$ cat src/rtl/z_buffer_pkg.sv
// Shared definitions for the z-buffer sequencing controller: FSM states,
// default field widths and pixel bus field offsets.
package z_buffer_pkg;

  typedef enum logic [1:0] {
    CLEAR,
    IDLE,
    CMP,
    WR
  } state_t;

  localparam int unsigned DEF_ADDR_WIDTH  = 4;
  localparam int unsigned DEF_DEPTH_WIDTH = 8;
  localparam int unsigned DEF_COLOR_WIDTH = 8;

  // Pixel bus is packed {addr, depth, color} with color in the LSBs.
  function automatic int unsigned depth_lsb(input int unsigned color_w);
    return color_w;
  endfunction

  function automatic int unsigned addr_lsb(input int unsigned depth_w,
                                           input int unsigned color_w);
    return depth_w + color_w;
  endfunction

endpackage

$ cat src/rtl/z_buffer_if.sv
// Pixel handshake between the contention tree (master) and the z-buffer
// controller (slave).
interface z_buffer_if #(
  parameter int unsigned PIXEL_WIDTH = 20
);
  logic [PIXEL_WIDTH-1:0] pix_out;
  logic                   send_z_buffer;
  logic                   rdy_z_buffer;

  modport master (output pix_out, output send_z_buffer, input  rdy_z_buffer);
  modport slave  (input  pix_out, input  send_z_buffer, output rdy_z_buffer);
endinterface

$ cat src/rtl/z_buffer_fifo.sv
// Two-entry pixel FIFO with occupancy count and a sticky overflow flag that
// records any push arriving while both slots are occupied.
module z_buffer_fifo #(
  parameter int unsigned WIDTH = 20
) (
  input  logic             clk,
  input  logic             rst_n,
  input  logic             push,
  input  logic [WIDTH-1:0] din,
  input  logic             pop,
  output logic [WIDTH-1:0] head,
  output logic [1:0]       count,
  output logic             empty,
  output logic             overflow
);

  logic [WIDTH-1:0] slot [2];
  logic             wr_ptr;
  logic             rd_ptr;
  logic             full;
  logic             accept;

  assign full   = (count == 2'd2);
  assign empty  = (count == 2'd0);
  // Fullness is judged before any same-cycle pop, so a push into a full FIFO drops.
  assign accept = push && !full;
  assign head   = slot[rd_ptr];

  always_ff @(posedge clk or negedge rst_n) begin
    if (!rst_n) begin
      slot[0]  <= '0;
      slot[1]  <= '0;
      wr_ptr   <= 1'b0;
      rd_ptr   <= 1'b0;
      count    <= 2'd0;
      overflow <= 1'b0;
    end else begin
      if (accept) begin
        slot[wr_ptr] <= din;
        wr_ptr       <= !wr_ptr;
      end
      if (pop) rd_ptr <= !rd_ptr;
      case ({accept, pop})
        2'b10:   count <= count + 2'd1;
        2'b01:   count <= count - 2'd1;
        default: count <= count;
      endcase
      if (push && full) overflow <= 1'b1;
    end
  end

endmodule

$ cat src/rtl/z_buffer_ctrl.sv
// Z-buffer sequencer: buffers arbitrated pixels and runs a read, depth compare
// and conditional write per pixel against a 1-cycle-latency SRAM; sweeps clear.
module z_buffer_ctrl
  import z_buffer_pkg::*;
#(
  parameter int unsigned           ADDR_WIDTH  = DEF_ADDR_WIDTH,
  parameter int unsigned           DEPTH_WIDTH = DEF_DEPTH_WIDTH,
  parameter int unsigned           COLOR_WIDTH = DEF_COLOR_WIDTH,
  parameter int unsigned           PIXEL_WIDTH = ADDR_WIDTH + DEPTH_WIDTH + COLOR_WIDTH,
  parameter logic [COLOR_WIDTH-1:0] CLEAR_COLOR = '0
) (
  input  logic                               clk,
  input  logic                               rst_n,
  z_buffer_if.slave                          pix_if,
  input  logic                               clear_start,
  output logic                               busy,
  output logic                               clear_done,
  output logic                               overflow,
  output logic [ADDR_WIDTH-1:0]              mem_addr,
  output logic                               mem_rd_en,
  input  logic [DEPTH_WIDTH+COLOR_WIDTH-1:0] mem_rdata,
  output logic                               mem_wr_en,
  output logic [DEPTH_WIDTH+COLOR_WIDTH-1:0] mem_wdata
);

  localparam int unsigned DLSB = depth_lsb(COLOR_WIDTH);
  localparam int unsigned ALSB = addr_lsb(DEPTH_WIDTH, COLOR_WIDTH);
  localparam logic [ADDR_WIDTH-1:0]  CNT_LAST  = '1;
  localparam logic [DEPTH_WIDTH-1:0] DEPTH_MAX = '1;

  state_t                  state;
  logic [ADDR_WIDTH-1:0]   clr_cnt;
  logic                    clear_pending;
  logic                    armed;
  logic                    clear_req;
  logic                    closer;
  logic                    pop;

  logic [PIXEL_WIDTH-1:0]  head;
  logic [1:0]              fifo_count;
  logic                    fifo_empty;
  logic [ADDR_WIDTH-1:0]   head_addr;
  logic [DEPTH_WIDTH-1:0]  head_depth;
  logic [COLOR_WIDTH-1:0]  head_color;
  logic [DEPTH_WIDTH-1:0]  rd_depth;
  logic                    rdata_color_unused;

  z_buffer_fifo #(
    .WIDTH (PIXEL_WIDTH)
  ) u_fifo (
    .clk      (clk),
    .rst_n    (rst_n),
    .push     (pix_if.send_z_buffer),
    .din      (pix_if.pix_out),
    .pop      (pop),
    .head     (head),
    .count    (fifo_count),
    .empty    (fifo_empty),
    .overflow (overflow)
  );

  assign head_addr          = head[ALSB +: ADDR_WIDTH];
  assign head_depth         = head[DLSB +: DEPTH_WIDTH];
  assign head_color         = head[0 +: COLOR_WIDTH];
  assign rd_depth           = mem_rdata[COLOR_WIDTH +: DEPTH_WIDTH];
  assign rdata_color_unused = ^mem_rdata[COLOR_WIDTH-1:0];

  // Ties keep the stored pixel, so only a strictly closer depth is written.
  assign closer    = head_depth < rd_depth;
  assign clear_req = clear_start || clear_pending;

  assign pix_if.rdy_z_buffer = (fifo_count == 2'd0) && (state != CLEAR);
  assign busy                = (state != IDLE) || !fifo_empty;

  // armed holds the sweep off while reset is asserted so no write strobe
  // escapes during reset; the sweep begins on the first edge after release.
  always_comb begin
    mem_rd_en  = 1'b0;
    mem_wr_en  = 1'b0;
    mem_addr   = head_addr;
    mem_wdata  = {head_depth, head_color};
    clear_done = 1'b0;
    pop        = 1'b0;
    unique case (state)
      CLEAR: begin
        mem_addr   = clr_cnt;
        mem_wdata  = {DEPTH_MAX, CLEAR_COLOR};
        mem_wr_en  = armed;
        clear_done = armed && (clr_cnt == CNT_LAST);
      end
      IDLE:    mem_rd_en = !clear_req && !fifo_empty;
      CMP:     pop       = !closer;
      WR: begin
        mem_wr_en = 1'b1;
        pop       = 1'b1;
      end
      default: ;
    endcase
  end

  always_ff @(posedge clk or negedge rst_n) begin
    if (!rst_n) begin
      state         <= CLEAR;
      clr_cnt       <= '0;
      clear_pending <= 1'b0;
      armed         <= 1'b0;
    end else begin
      armed <= 1'b1;
      if (state != IDLE && clear_start) clear_pending <= 1'b1;
      unique case (state)
        CLEAR: begin
          if (armed) begin
            clr_cnt <= clr_cnt + ADDR_WIDTH'(1);
            if (clr_cnt == CNT_LAST) state <= IDLE;
          end
        end
        IDLE: begin
          if (clear_req) begin
            state         <= CLEAR;
            clear_pending <= 1'b0;
          end else if (!fifo_empty) begin
            state <= CMP;
          end
        end
        CMP:     state <= closer ? WR : IDLE;
        WR:      state <= IDLE;
        default: state <= CLEAR;
      endcase
    end
  end

endmodule
$ cat src/flat_wrapper.sv
// flat-port wrapper written by rule: the top's interface ports become plain ports
module z_buffer_ctrl_flat import z_buffer_pkg::*;
#(
  parameter int unsigned           ADDR_WIDTH  = DEF_ADDR_WIDTH,
  parameter int unsigned           DEPTH_WIDTH = DEF_DEPTH_WIDTH,
  parameter int unsigned           COLOR_WIDTH = DEF_COLOR_WIDTH,
  parameter int unsigned           PIXEL_WIDTH = ADDR_WIDTH + DEPTH_WIDTH + COLOR_WIDTH,
  parameter logic [COLOR_WIDTH-1:0] CLEAR_COLOR = '0
)
  (clk, rst_n, clear_start, busy, clear_done, overflow, mem_addr, mem_rd_en, mem_rdata, mem_wr_en, mem_wdata, pix_if_pix_out, pix_if_send_z_buffer, pix_if_rdy_z_buffer);
  z_buffer_if #(.PIXEL_WIDTH(PIXEL_WIDTH)) pix_if_i ();
  input  logic clk;
  input  logic rst_n;
  input  logic clear_start;
  output logic busy;
  output logic clear_done;
  output logic overflow;
  output logic [ADDR_WIDTH-1:0] mem_addr;
  output logic mem_rd_en;
  input  logic [DEPTH_WIDTH+COLOR_WIDTH-1:0] mem_rdata;
  output logic mem_wr_en;
  output logic [DEPTH_WIDTH+COLOR_WIDTH-1:0] mem_wdata;
  input wire logic [$bits(pix_if_i.pix_out)-1:0] pix_if_pix_out;
  input wire logic [$bits(pix_if_i.send_z_buffer)-1:0] pix_if_send_z_buffer;
  output wire logic [$bits(pix_if_i.rdy_z_buffer)-1:0] pix_if_rdy_z_buffer;
  assign pix_if_i.pix_out = pix_if_pix_out;
  assign pix_if_i.send_z_buffer = pix_if_send_z_buffer;
  assign pix_if_rdy_z_buffer = pix_if_i.rdy_z_buffer;
  z_buffer_ctrl #(.ADDR_WIDTH(ADDR_WIDTH), .DEPTH_WIDTH(DEPTH_WIDTH), .COLOR_WIDTH(COLOR_WIDTH), .PIXEL_WIDTH(PIXEL_WIDTH), .CLEAR_COLOR(CLEAR_COLOR)) u_core (.clk(clk), .rst_n(rst_n), .pix_if(pix_if_i), .clear_start(clear_start), .busy(busy), .clear_done(clear_done), .overflow(overflow), .mem_addr(mem_addr), .mem_rd_en(mem_rd_en), .mem_rdata(mem_rdata), .mem_wr_en(mem_wr_en), .mem_wdata(mem_wdata));
endmodule
$ cat config.mk
export PLATFORM = sky130hd
export DESIGN_NAME = z_buffer_ctrl_flat
export DESIGN_NICKNAME = d
export VERILOG_FILES = /design/src/rtl/z_buffer_pkg.sv /design/src/rtl/z_buffer_if.sv /design/src/rtl/z_buffer_fifo.sv /design/src/rtl/z_buffer_ctrl.sv /design/src/flat_wrapper.sv
export SDC_FILE = /design/constraint.sdc
export NUM_CORES = 1
export LEC_CHECK = 0
export ABC_AREA = 0
export CORE_MARGIN = 2
export CORE_UTILIZATION = 40
export DETAILED_ROUTE_END_ITERATION = 12
export GPL_TIMING_DRIVEN = 0
export HOLD_SLACK_MARGIN = 0.08
export PLACE_DENSITY = 0.66
export SLEW_MARGIN = 20
export SYNTH_ARGS = -nofsm -noshare
export SYNTH_HDL_FRONTEND = slang
export SYNTH_SLANG_ARGS = --single-unit
export TNS_END_PERCENT = 1
$ cat constraint.sdc
create_clock -name clk -period 5.9 [get_ports clk]
set_input_delay 0.59 -clock clk [delete_from_list [all_inputs] [get_ports clk]]
set_output_delay 0.59 -clock clk [all_outputs]
set_load 0.03 [all_outputs]
==> results.sh, run 1 <==
export IMPL_status="completed"
export IMPL_cap_violations=0
export IMPL_syn_area_sq_mm=0.00278
export IMPL_hold_viol_final=0
export IMPL_yosysWarningCount=0
export IMPL_worst_ep_arrival_time_ns=2.66
export IMPL_vias_per_cell=4.97
export IMPL_r2r_start="u_core.u_fifo.rd_ptr"
export IMPL_worstMarginPinSlew_ns=0.668
export IMPL_synth_xor_area_share=0.0220
export IMPL_grt_pass1_vias=1911
export IMPL_cp_max_fo=10
export IMPL_initial_utilization=0.412
export IMPL_powerDensity_mw_per_mm2=587
export IMPL_clockBufferDepth=2
export IMPL_synth_fa_ha_area_frac=0.0629
export IMPL_setup_viol_count_final=0
export IMPL_syn_nets=283
export IMPL_reg2regPathDepth=11
export IMPL_synth_compound_area_frac=0.0463
export IMPL_critPathCaptureType="output pin"
export IMPL_cts_tree="done"
export IMPL_critPathKind="flop to output pin"
export IMPL_synth_top_family_by_area="multiplexers"
export IMPL_antenna_found_initial=0
export IMPL_clk_insertion_delay_late_ns=0.31
export IMPL_drcViolationCount=0
export IMPL_finalWorstSetupSlack_ns=2.65
export IMPL_dieArea_sq_mm=0.00764
export IMPL_grt_overflow=0
export IMPL_place_gp_congestion=0.768
export IMPL_fillers=626
export IMPL_drtIter0Drc=68
export IMPL_coreArea_sq_mm=0.00676
export IMPL_slew_viol_final=0
export IMPL_preCtsSetupSlack_ns=2.95
export IMPL_wirelength_mm=5.50
export IMPL_cts_resized=0
export IMPL_relSlewSlack=0.555
export IMPL_synth_seq_cells=53
export IMPL_tns_ns=0
export IMPL_htree_num_levels=2
export IMPL_ios=66
export IMPL_syn_area_per_cell_sq_um=12.2
export IMPL_cts_made_buffers=5
export IMPL_grt_max_degree=54
export IMPL_hpwl_mm=4.00
export IMPL_fin_nets=347
export IMPL_post_cts_repair_setup_buffers=0
export IMPL_synthCells=229
export IMPL_grt_pass1_wl_mm=9.05
export IMPL_required_ns=5.31
export IMPL_hold_buffers=0
export IMPL_clkSinkCount=53
export IMPL_worst_setup_path_start_kind="flop"
export IMPL_routed_via_count=1859
export IMPL_postRouteAntennaNets=0
export IMPL_grt_total_usage=0.154
export IMPL_p_total_mw=2.08
export IMPL_drive_gt1_frac=0.241
export IMPL_min_period_over_period=0.551
export IMPL_fin_hold_ws_ns=0.292
export IMPL_drt_wirelength_per_cell_um=14.7
export IMPL_seq_power_share=0.314
export IMPL_synth_area_mux_share=0.246
export IMPL_rrSetupSlack_ns=3.19
export IMPL_fin_worst_skew_ns=0.00290
export IMPL_clock_power_share=0.100
export IMPL_rsz0062_at_grt="false"
export IMPL_yosysSeqAreaShare=0.476
export IMPL_power_leakage_nw=1.58
export IMPL_io_buffers=57
export IMPL_synth_distinct_cells=38
export IMPL_hp_class="input port to async pin"
export IMPL_ir_drop_mv=0.358
export IMPL_synth_simple_area_share=0.0980
export IMPL_diodes=0
export IMPL_pwr_share_comb=0.586
export IMPL_rr_endpoint="u_core.u_fifo.count[1]"
export IMPL_cts_clk_slew_worst_paths_ns=0.10
export IMPL_switching_share=0.411
export IMPL_ctsRootBufferMaster="clkbuf_8"
export IMPL_die_height_um=87.4
export IMPL_area_growth_pct=27.3
export IMPL_min_period_ns=3.25
export IMPL_max_freq_mhz=308
export IMPL_internal_power_mw=1.22
export IMPL_rows=30
export IMPL_first_pass_iters=4
export IMPL_die_w_um=87.4
export IMPL_p_switching_mw=0.855
cells in the final DEF, fill, tap and decap left out, drive strengths merged, types with 6 or more instances in the layout:
master,instances
mux2i,13
nand2,11
mux2,49
inv,13
ha,14
nand3,6
buf,7
clkdlybuf4s50,56
o21ai,6
a21oi,6
dfrtp,53
nand2b,8
clkbuf,8
nor2,17
layer usage:
metal | global-route usage | vias up | routed length (um)
li1 | - | 918 | -
met1 | 0.211 | 888 | 2760
met2 | 0.238 | 45 | 2420
met3 | 0.0351 | 8 | 231
met4 | 0.0573 | 0 | 96
met5 | 0 | - | 0
power by group through the flow:
stage,clock network (mW),registers [mW],logic [mW]
5_1_grt,0.230,0.678,1.32
3_5_place_dp,0,0.662,1.23
6_report,0.208,0.653,1.22
4_1_cts,0.217,0.654,1.24
3_3_place_gp,0,0.653,1.22
2_1_floorplan,0,0.632,0.855
through the flow:
stage / cell area [sq um] / cells / util
floorplan: 2780 / 229 / -
global placement: 3450 / 366 / 0.511
detailed placement: 3450 / 366 / 0.511
CTS: 3540 / 374 / 0.524
global route: 3540 / 374 / 0.524
finish: 3540 / 374 / 0.524
how the worst max path moves through the flow:
stage / from / end / slack (ns)
final: u_core.state[1] / mem_addr[2] / 2.65
after global routing: u_core.state[1] / mem_addr[2] / 2.43
after global placement: rst_n / u_core.u_fifo.slot[25] / 2.59
after CTS: u_core.state[0] / mem_addr[2] / 2.58
after detailed placement: u_core.state[0] / mem_addr[2] / 2.95
after floorplan: u_core.u_fifo.rd_ptr / u_core.u_fifo.count[1] / 3.46
final cells by class:
class	count	area (sq um)	area share
sequential	53	1330	0.374
clock buffer	5	68.8	0.0194
clock inverter	3	22.5	0.00636
multi-input combinational	154	1330	0.375
buffer	9	81.3	0.0230
inverter	13	48.8	0.0138
tap	80	100	0.0282
timing repair buffer	57	568	0.160
synthesized netlist by cell type (all sizes together):
| cell type | number | share of area |
|---|---|---|
| xnor2 | 5 | 0.016 |
| nor2 | 17 | 0.024 |
| nor3b | 1 | 0.0045 |
| clkbuf | 3 | 0.0076 |
| nand2 | 11 | 0.018 |
| a211oi | 1 | 0.0045 |
| a221oi | 1 | 0.0031 |
| nand4 | 1 | 0.0022 |
| nor2b | 2 | 0.0045 |
| o31a | 1 | 0.0031 |
| ha | 14 | 0.063 |
| dfrtp | 53 | 0.48 |
| mux2i | 13 | 0.048 |
| o31ai | 1 | 0.0027 |
| nor4b | 1 | 0.0031 |
| xor2 | 2 | 0.0063 |
| nand3 | 6 | 0.013 |
| buf | 6 | 0.022 |
| mux2 | 49 | 0.20 |
| nand2b | 8 | 0.021 |
| o2111ai | 1 | 0.0031 |
| nor3 | 2 | 0.0036 |
| inv | 13 | 0.018 |
| o21ai | 6 | 0.011 |
| or3 | 1 | 0.0022 |
| a21oi | 6 | 0.011 |
| a2bb2oi | 1 | 0.0054 |
| o21bai | 1 | 0.0027 |
| conb | 1 | 0.0013 |
| and4 | 1 | 0.0031 |
flip-flops by register name, indices dropped and copies added, names as in the netlist:
signal,flops
u_core.armed,1
u_core.clear_pending,1
u_core.clr_cnt,4
u_core.state,2
u_core.u_fifo.count,2
u_core.u_fifo.overflow,1
u_core.u_fifo.rd_ptr,1
u_core.u_fifo.slot,40
u_core.u_fifo.wr_ptr,1
critical path, cell delays in order, from the launching register on:
cell	delay, ns
dfrtp_1	0.43
inv_1	0.11
ha_1	0.17
clkbuf_1	0.32
clkbuf_1	0.42
nand2_1	0.08
o21ai_0	0.10
clkdlybuf4s50_1	0.72
logic make-up after synthesis:
family,count (synthesis)
other,1
muxes,62
xor gates and xnor gates,7
and+or+nand+nor,51
adders and majority gates,14
DFF,53
buffers and inverters,22
AOI/OAI and AO/OA,19
Power figures use the tool's default switching activity.
==> run 2, diff against run 1 <==
- clock period: 5.9 -> 3 ns (I/O delays scaled with it)
==> run 2 against run 1 <==
Compared with the run above:
- cell count increased by 0.27%
- register-to-register slack got worse by 2.9 ns
- final area increased by 0.39%
- sequential share of layout area decreased by 0.14 points
- worst setup slack got worse by 2.4 ns
- largest power group unchanged
- clock-buffer cell count unchanged
- critical path type unchanged
- critical path depth decreased by 1
- largest cell class unchanged
- power increased by 97%
- first-iteration DRC count decreased by 10%
- via count unchanged
- non-clock buffer count increased by 1
==> results.sh, run 2 (synthesized netlist as in run 1, its figures left out) <==
export IMPL_cts_tree="done"
export IMPL_wirelength_mm=5.50
export IMPL_max_freq_mhz=363
export IMPL_place_gp_congestion=0.768
export IMPL_cap_violations=0
export IMPL_finalWorstSetupSlack_ns=0.242
export IMPL_final_common_cell="clkdlybuf4s50_1"
export IMPL_endpoint="mem_wr_en"
export IMPL_worst_hold_startpoint="u_core.u_fifo.overflow"
export IMPL_die_w_um=87.4
export IMPL_drive_gt1_frac=0.244
export IMPL_path_delay_family="buffers and inverters"
export IMPL_worstMarginPinSlew_ns=0.671
export IMPL_area_growth_pct=27.8
export IMPL_pwr_share_comb=0.586
export IMPL_slew_viol_final=0
export IMPL_clkSinkCount=53
export IMPL_fin_worst_skew_ns=0.00478
export IMPL_dp_cells=366
export IMPL_seq_power_share=0.314
export IMPL_top_register="u_core.u_fifo.slot"
export IMPL_power_leakage_nw=1.60
export IMPL_io_buffers=57
export IMPL_routed_via_count=1859
export IMPL_drtIter0Drc=61
export IMPL_multi_input_area_sq_mm=0.00133
export IMPL_rrSetupSlack_ns=0.33
export IMPL_drcViolationCount=0
export IMPL_cts_made_buffers=5
export IMPL_r2r_start="u_core.u_fifo.rd_ptr"
export IMPL_fin_nets=348
export IMPL_critPathCaptureType="output pin"
export IMPL_layout_cells_non_filler=375
export IMPL_required_ns=2.70
export IMPL_final_cell_mix="clkdlybuf4s50_1 (55), dfrtp_1 (53), mux2_2 (47)"
export IMPL_switching_share=0.411
export IMPL_rr_endpoint="u_core.u_fifo.count[1]"
export IMPL_clockBufferDepth=2
export IMPL_critPathKind="flop to output pin"
export IMPL_largest_register_ffs=40
export IMPL_cp_max_fo=10
export IMPL_die_height_um=87.4
export IMPL_relSlewSlack=0.553
export IMPL_fin_util=0.526
export IMPL_rsz0062_at_grt="false"
export IMPL_top_regs="u_core.u_fifo.slot x40, u_core.clr_cnt x4"
export IMPL_dieArea_sq_mm=0.00764
export IMPL_initial_utilization=0.412
export IMPL_grt_pass1_wl_mm=9.05
export IMPL_ios=66
export IMPL_clk_insertion_delay_late_ns=0.31
export IMPL_drt_wirelength_per_cell_um=14.7
export IMPL_hp_class="flop to flop"
export IMPL_status="completed"
export IMPL_grt_max_degree=54
export IMPL_p_switching_mw=1.68
export IMPL_clock_power_share=0.100
export IMPL_crit_slowest_cell="clkdlybuf4s50_1"
export IMPL_reg2regPathDepth=11
export IMPL_setup_viol_count_final=0
export IMPL_crit_start="u_core.state[0]"
export IMPL_vias_per_cell=4.96
export IMPL_grt_total_usage=0.154
export IMPL_cts_clk_slew_worst_paths_ns=0.10
export IMPL_postRouteAntennaNets=0
export IMPL_rows=30
export IMPL_worst_setup_path_start_kind="flop"
export IMPL_htree_num_levels=2
export IMPL_placed_area_sq_mm=0.00345
export IMPL_ctsRootBufferMaster="clkbuf_8"
export IMPL_grt_pass1_vias=1911
export IMPL_hpwl_mm=4.00
export IMPL_antenna_found_initial=0
export IMPL_path_depth=6
export IMPL_preCtsSetupSlack_ns=0.308
export IMPL_powerDensity_mw_per_mm2=1150
export IMPL_worst_ep_arrival_time_ns=2.46
export IMPL_coreArea_sq_mm=0.00676
export IMPL_ff_latch_area_sq_mm=0.00133
export IMPL_diodes=0
export IMPL_path_buf_inv=3
export IMPL_first_pass_iters=4
export IMPL_hold_viol_final=0
export IMPL_grt_overflow=0
export IMPL_fillers=627
export IMPL_internal_power_mw=2.41
export IMPL_ir_drop_mv=0.705
export IMPL_fin_area_sq_mm=0.00356
export IMPL_cp_cell_sequence="inv_1 > ha_1 > clkbuf_1 > nand2_1 > a21oi_1 > clkdlybuf4s50_1"
export IMPL_cpPeakStageDelay_ns=0.69
export IMPL_min_period_ns=2.76
export IMPL_min_period_over_period=0.919
[run 2: layer usage]
| layer | global-route usage | routed length, um |
|---|---|---|
| met1 | 0.211 | 2760 |
| met2 | 0.238 | 2460 |
| met3 | 0.0351 | 246 |
| met4 | 0.0573 | 38 |
| met5 | 0 | 0 |
[run 2: worst min path at each step]
| stage | to | cells past startpoint |
|---|---|---|
| final | u_core.u_fifo.overflow | 1 |
| after global routing | u_core.u_fifo.slot[0] | 1 |
| after detailed placement | u_core.u_fifo.slot[13] | 1 |
| after global placement | u_core.u_fifo.slot[11] | 1 |
| after CTS | u_core.u_fifo.overflow | 1 |
| after floorplan | u_core.armed | 0 |
[run 2: final cells by class]
type                    count  share of cell area
clock inverters             3             0.00633
repair buffers             58               0.163
clock buffers               5              0.0193
well taps                  80              0.0281
plain buffers               9              0.0232
flip-flops and latches     53               0.373
multi-input cells         154               0.373
inverters                  13              0.0137
[run 2: per-stage QoR]
stage          TNS, ns  hold WS (ns)  power [mW]
3_5_place_dp         0         0.386        3.72
4_1_cts              0         0.499        4.15
6_report             0         0.493        4.09
3_3_place_gp    -0.851         0.470        3.67
2_1_floorplan        0       0.00441        2.92
5_1_grt              0         0.530        4.39
[run 2: power by group through the flow]
stage	Sequential, mW	Clock [mW]	Combinational [mW]
2_1_floorplan	1.24	0	1.68
5_1_grt	1.33	0.453	2.60
6_report	1.28	0.408	2.40
4_1_cts	1.29	0.426	2.43
3_3_place_gp	1.28	0	2.39
3_5_place_dp	1.30	0	2.42
[run 2: worst register-to-register path: stages (launching register included)]
cell and delay [ns]:
dfrtp_1 0.35, buf_6 0.13, buf_4 0.19, mux2_2 0.36, ha_1 0.32, nand4_1 0.14, a211oi_2 0.36, o31ai_1 0.13
nand2_1 0.09, ha_1 0.24, nor2_1 0.13, xor2_1 0.15
[run 2: repair_timing]
| item | CTS | global route |
|---|---|---|
| endpoints found under the hold margin | 53 | 0 |
| resized for setup | 1 | 2 |
| endpoints found under the setup margin | 1 | 2 |
| hold buffers | 1 | 0 |
| setup buffers | 0 | 0 |
==> run 3, diff against run 2 <==
- CORE_MARGIN: 2 -> unset
==> run 3 against run 2 <==
Compared with the run above:
- via count up 1.5%
- largest power group unchanged
- global-route usage increased by 0.64 points
- critical path type is now flop to flop
- power rose by 1.8%
- sequential power is essentially flat
- clock-buffer cell count increased by 1
- highest routed layer unchanged
- critical endpoint is now u_core.u_fifo.count[1]
- worst setup slack improved by 0.050 ns
==> results.sh, run 3 (synthesized netlist as in run 1, its figures left out) <==
export IMPL_placed_area_sq_mm=0.00345
export IMPL_relSlewSlack=0.556
export IMPL_cp_cell_sequence="buf_6 > buf_4 > mux2_2 > ha_1 > nand4_1 > a211oi_2 > o31ai_1 > nand2_1 > ha_1 > nor2_1 > xor2_1"
export IMPL_grt_total_usage=0.161
export IMPL_fin_util=0.529
export IMPL_grt_pass1_vias=1996
export IMPL_drt_met1_wl_mm=2.53
export IMPL_min_period_ns=2.71
export IMPL_diodes=0
export IMPL_worst_ep_arrival_time_ns=2.94
export IMPL_grt_pass1_wl_mm=9.23
export IMPL_fin_worst_skew_ns=0.0131
export IMPL_powerDensity_mw_per_mm2=1160
export IMPL_slew_viol_final=0
export IMPL_grt_overflow=0
export IMPL_worst_setup_path_start_kind="flop"
export IMPL_clockBufferDepth=2
export IMPL_reg2regPathDepth=11
export IMPL_cts_made_buffers=5
export IMPL_area_growth_pct=28.4
export IMPL_rr_endpoint="u_core.u_fifo.count[1]"
export IMPL_place_gp_congestion=0.748
export IMPL_drt_wirelength_per_cell_um=14.5
export IMPL_cpPeakStageDelay_ns=0.37
export IMPL_fin_area_sq_mm=0.00358
export IMPL_first_pass_iters=4
export IMPL_routed_via_count=1886
export IMPL_hp_class="flop to flop"
export IMPL_min_period_over_period=0.903
export IMPL_fin_nets=348
export IMPL_coreArea_sq_mm=0.00676
export IMPL_max_freq_mhz=369
export IMPL_crit_slowest_cell="mux2_2"
export IMPL_critPathCaptureType="flop"
export IMPL_path_delay_family="adder cells"
export IMPL_cts_tree="done"
export IMPL_clk_insertion_delay_late_ns=0.30
export IMPL_post_cts_repair_setup_buffers=0
export IMPL_route_met3_wl_um=149
export IMPL_htree_num_levels=2
export IMPL_postRouteAntennaNets=0
export IMPL_hold_viol_final=0
export IMPL_top_register="u_core.u_fifo.slot"
export IMPL_drtIter0Drc=60
export IMPL_ios=66
export IMPL_final_common_cell="clkdlybuf4s50_1"
export IMPL_drive_gt1_frac=0.244
export IMPL_worstHoldPathCells=1
export IMPL_worst_hold_startpoint="u_core.u_fifo.overflow"
export IMPL_final_cell_mix="clkdlybuf4s50_1 (56), dfrtp_1 (53), mux2_2 (47)"
export IMPL_dp_cells=366
export IMPL_p_switching_mw=1.67
export IMPL_rrSetupSlack_ns=0.29
export IMPL_p_total_mw=4.17
export IMPL_cp_max_fo=10
export IMPL_layout_cells_non_filler=375
export IMPL_r2r_start="u_core.u_fifo.rd_ptr"
export IMPL_min_to="u_core.u_fifo.overflow"
export IMPL_wirelength_mm=5.44
export IMPL_top_regs="u_core.u_fifo.slot x40, u_core.clr_cnt x4"
export IMPL_finalWorstSetupSlack_ns=0.292
export IMPL_preCtsSetupSlack_ns=0.295
export IMPL_grt_max_degree=54
export IMPL_setup_viol_count_final=0
export IMPL_pwr_share_comb=0.574
export IMPL_dr_wl_met2_mm=2.69
export IMPL_required_ns=3.23
export IMPL_clock_power_share=0.117
export IMPL_drcViolationCount=0
export IMPL_rows=30
export IMPL_worstMarginPinSlew_ns=0.665
export IMPL_switching_share=0.400
export IMPL_cts_clk_slew_worst_paths_ns=0.09
export IMPL_vias_per_cell=5.03
export IMPL_cap_violations=0
export IMPL_ctsRootBufferMaster="clkbuf_8"
export IMPL_largest_register_ffs=40
export IMPL_status="completed"
export IMPL_internal_power_mw=2.50
export IMPL_antenna_found_initial=0
export IMPL_die_w_um=85.4
export IMPL_dieArea_sq_mm=0.00730
export IMPL_die_height_um=85.4
export IMPL_rsz0062_at_grt="false"
export IMPL_critPathKind="flop to flop"
export IMPL_io_buffers=57
export IMPL_top_signal_layer_used="met4"
export IMPL_crit_top_cell="ha_1"
export IMPL_path_buf_inv=2
export IMPL_power_leakage_nw=1.60
export IMPL_ir_drop_mv=0.631
export IMPL_clkSinkCount=53
export IMPL_hpwl_mm=3.98
export IMPL_initial_utilization=0.412
export IMPL_seq_power_share=0.309
==> run 3: through the flow <==
stage	setup TNS (ns)	hold slack, ns
2_1_floorplan	0	0.00441
4_1_cts	0	0.502
6_report	0	0.494
3_3_place_gp	-3.37	0.468
5_1_grt	0	0.519
3_5_place_dp	0	0.390
==> run 3: worst max-delay path by stage <==
stage | start | endpoint | slack, ns | cells after the start
after floorplan | u_core.u_fifo.rd_ptr | u_core.u_fifo.count[1] | 0.56 | 11
after global placement | rst_n | u_core.clear_pending | -0.07 | 1
after detailed placement | u_core.u_fifo.rd_ptr | u_core.u_fifo.count[1] | 0.29 | 11
after CTS | u_core.state[0] | mem_addr[2] | 0.04 | 7
after global routing | u_core.u_fifo.rd_ptr | u_core.u_fifo.count[1] | 0.02 | 12
final | u_core.u_fifo.rd_ptr | u_core.u_fifo.count[1] | 0.29 | 11
==> run 3: timing repair <==
action	4_1_cts	5_1_grt
hold endpoints to repair	53	0
setup endpoints to repair	0	3
resized for setup	0	5
hold buffers	1	0
==> run 3: worst reg2reg max path: cells and delay by family, from the launching register on <==
family,cells,cell delay [ns]
fa+ha+maj,2,0.57
compound gates,2,0.48
simple gates,3,0.41
mux,1,0.37
flops,1,0.35
buf+inv,2,0.32
xor+xnor,1,0.16
==> run 3: final cells by class <==
class / instances / area (sq um)
plain buffers: 9 / 83.8
clock buffers: 6 / 72.6
flip-flops and latches: 53 / 1330
inverters: 13 / 48.8
multi-input cells: 154 / 1330
fillers: 599 / 3180
repair buffers: 58 / 578
well taps: 80 / 100
clock inverters: 2 / 38.8
==> run 3: routing by layer <==
metal,vias to the layer above,track usage
li1,920,-
met1,926,0.206
met2,32,0.278
met3,8,0.0253
met4,0,0.0500
met5,-,0
==> run 3: power by group through the flow <==
stage	clock [mW]	sequential [mW]	combinational [mW]
finish	0.486	1.29	2.39
CTS	0.502	1.29	2.42
global placement	0	1.28	2.39
floorplan	0	1.24	1.68
global route	0.529	1.34	2.60
detailed placement	0	1.30	2.41
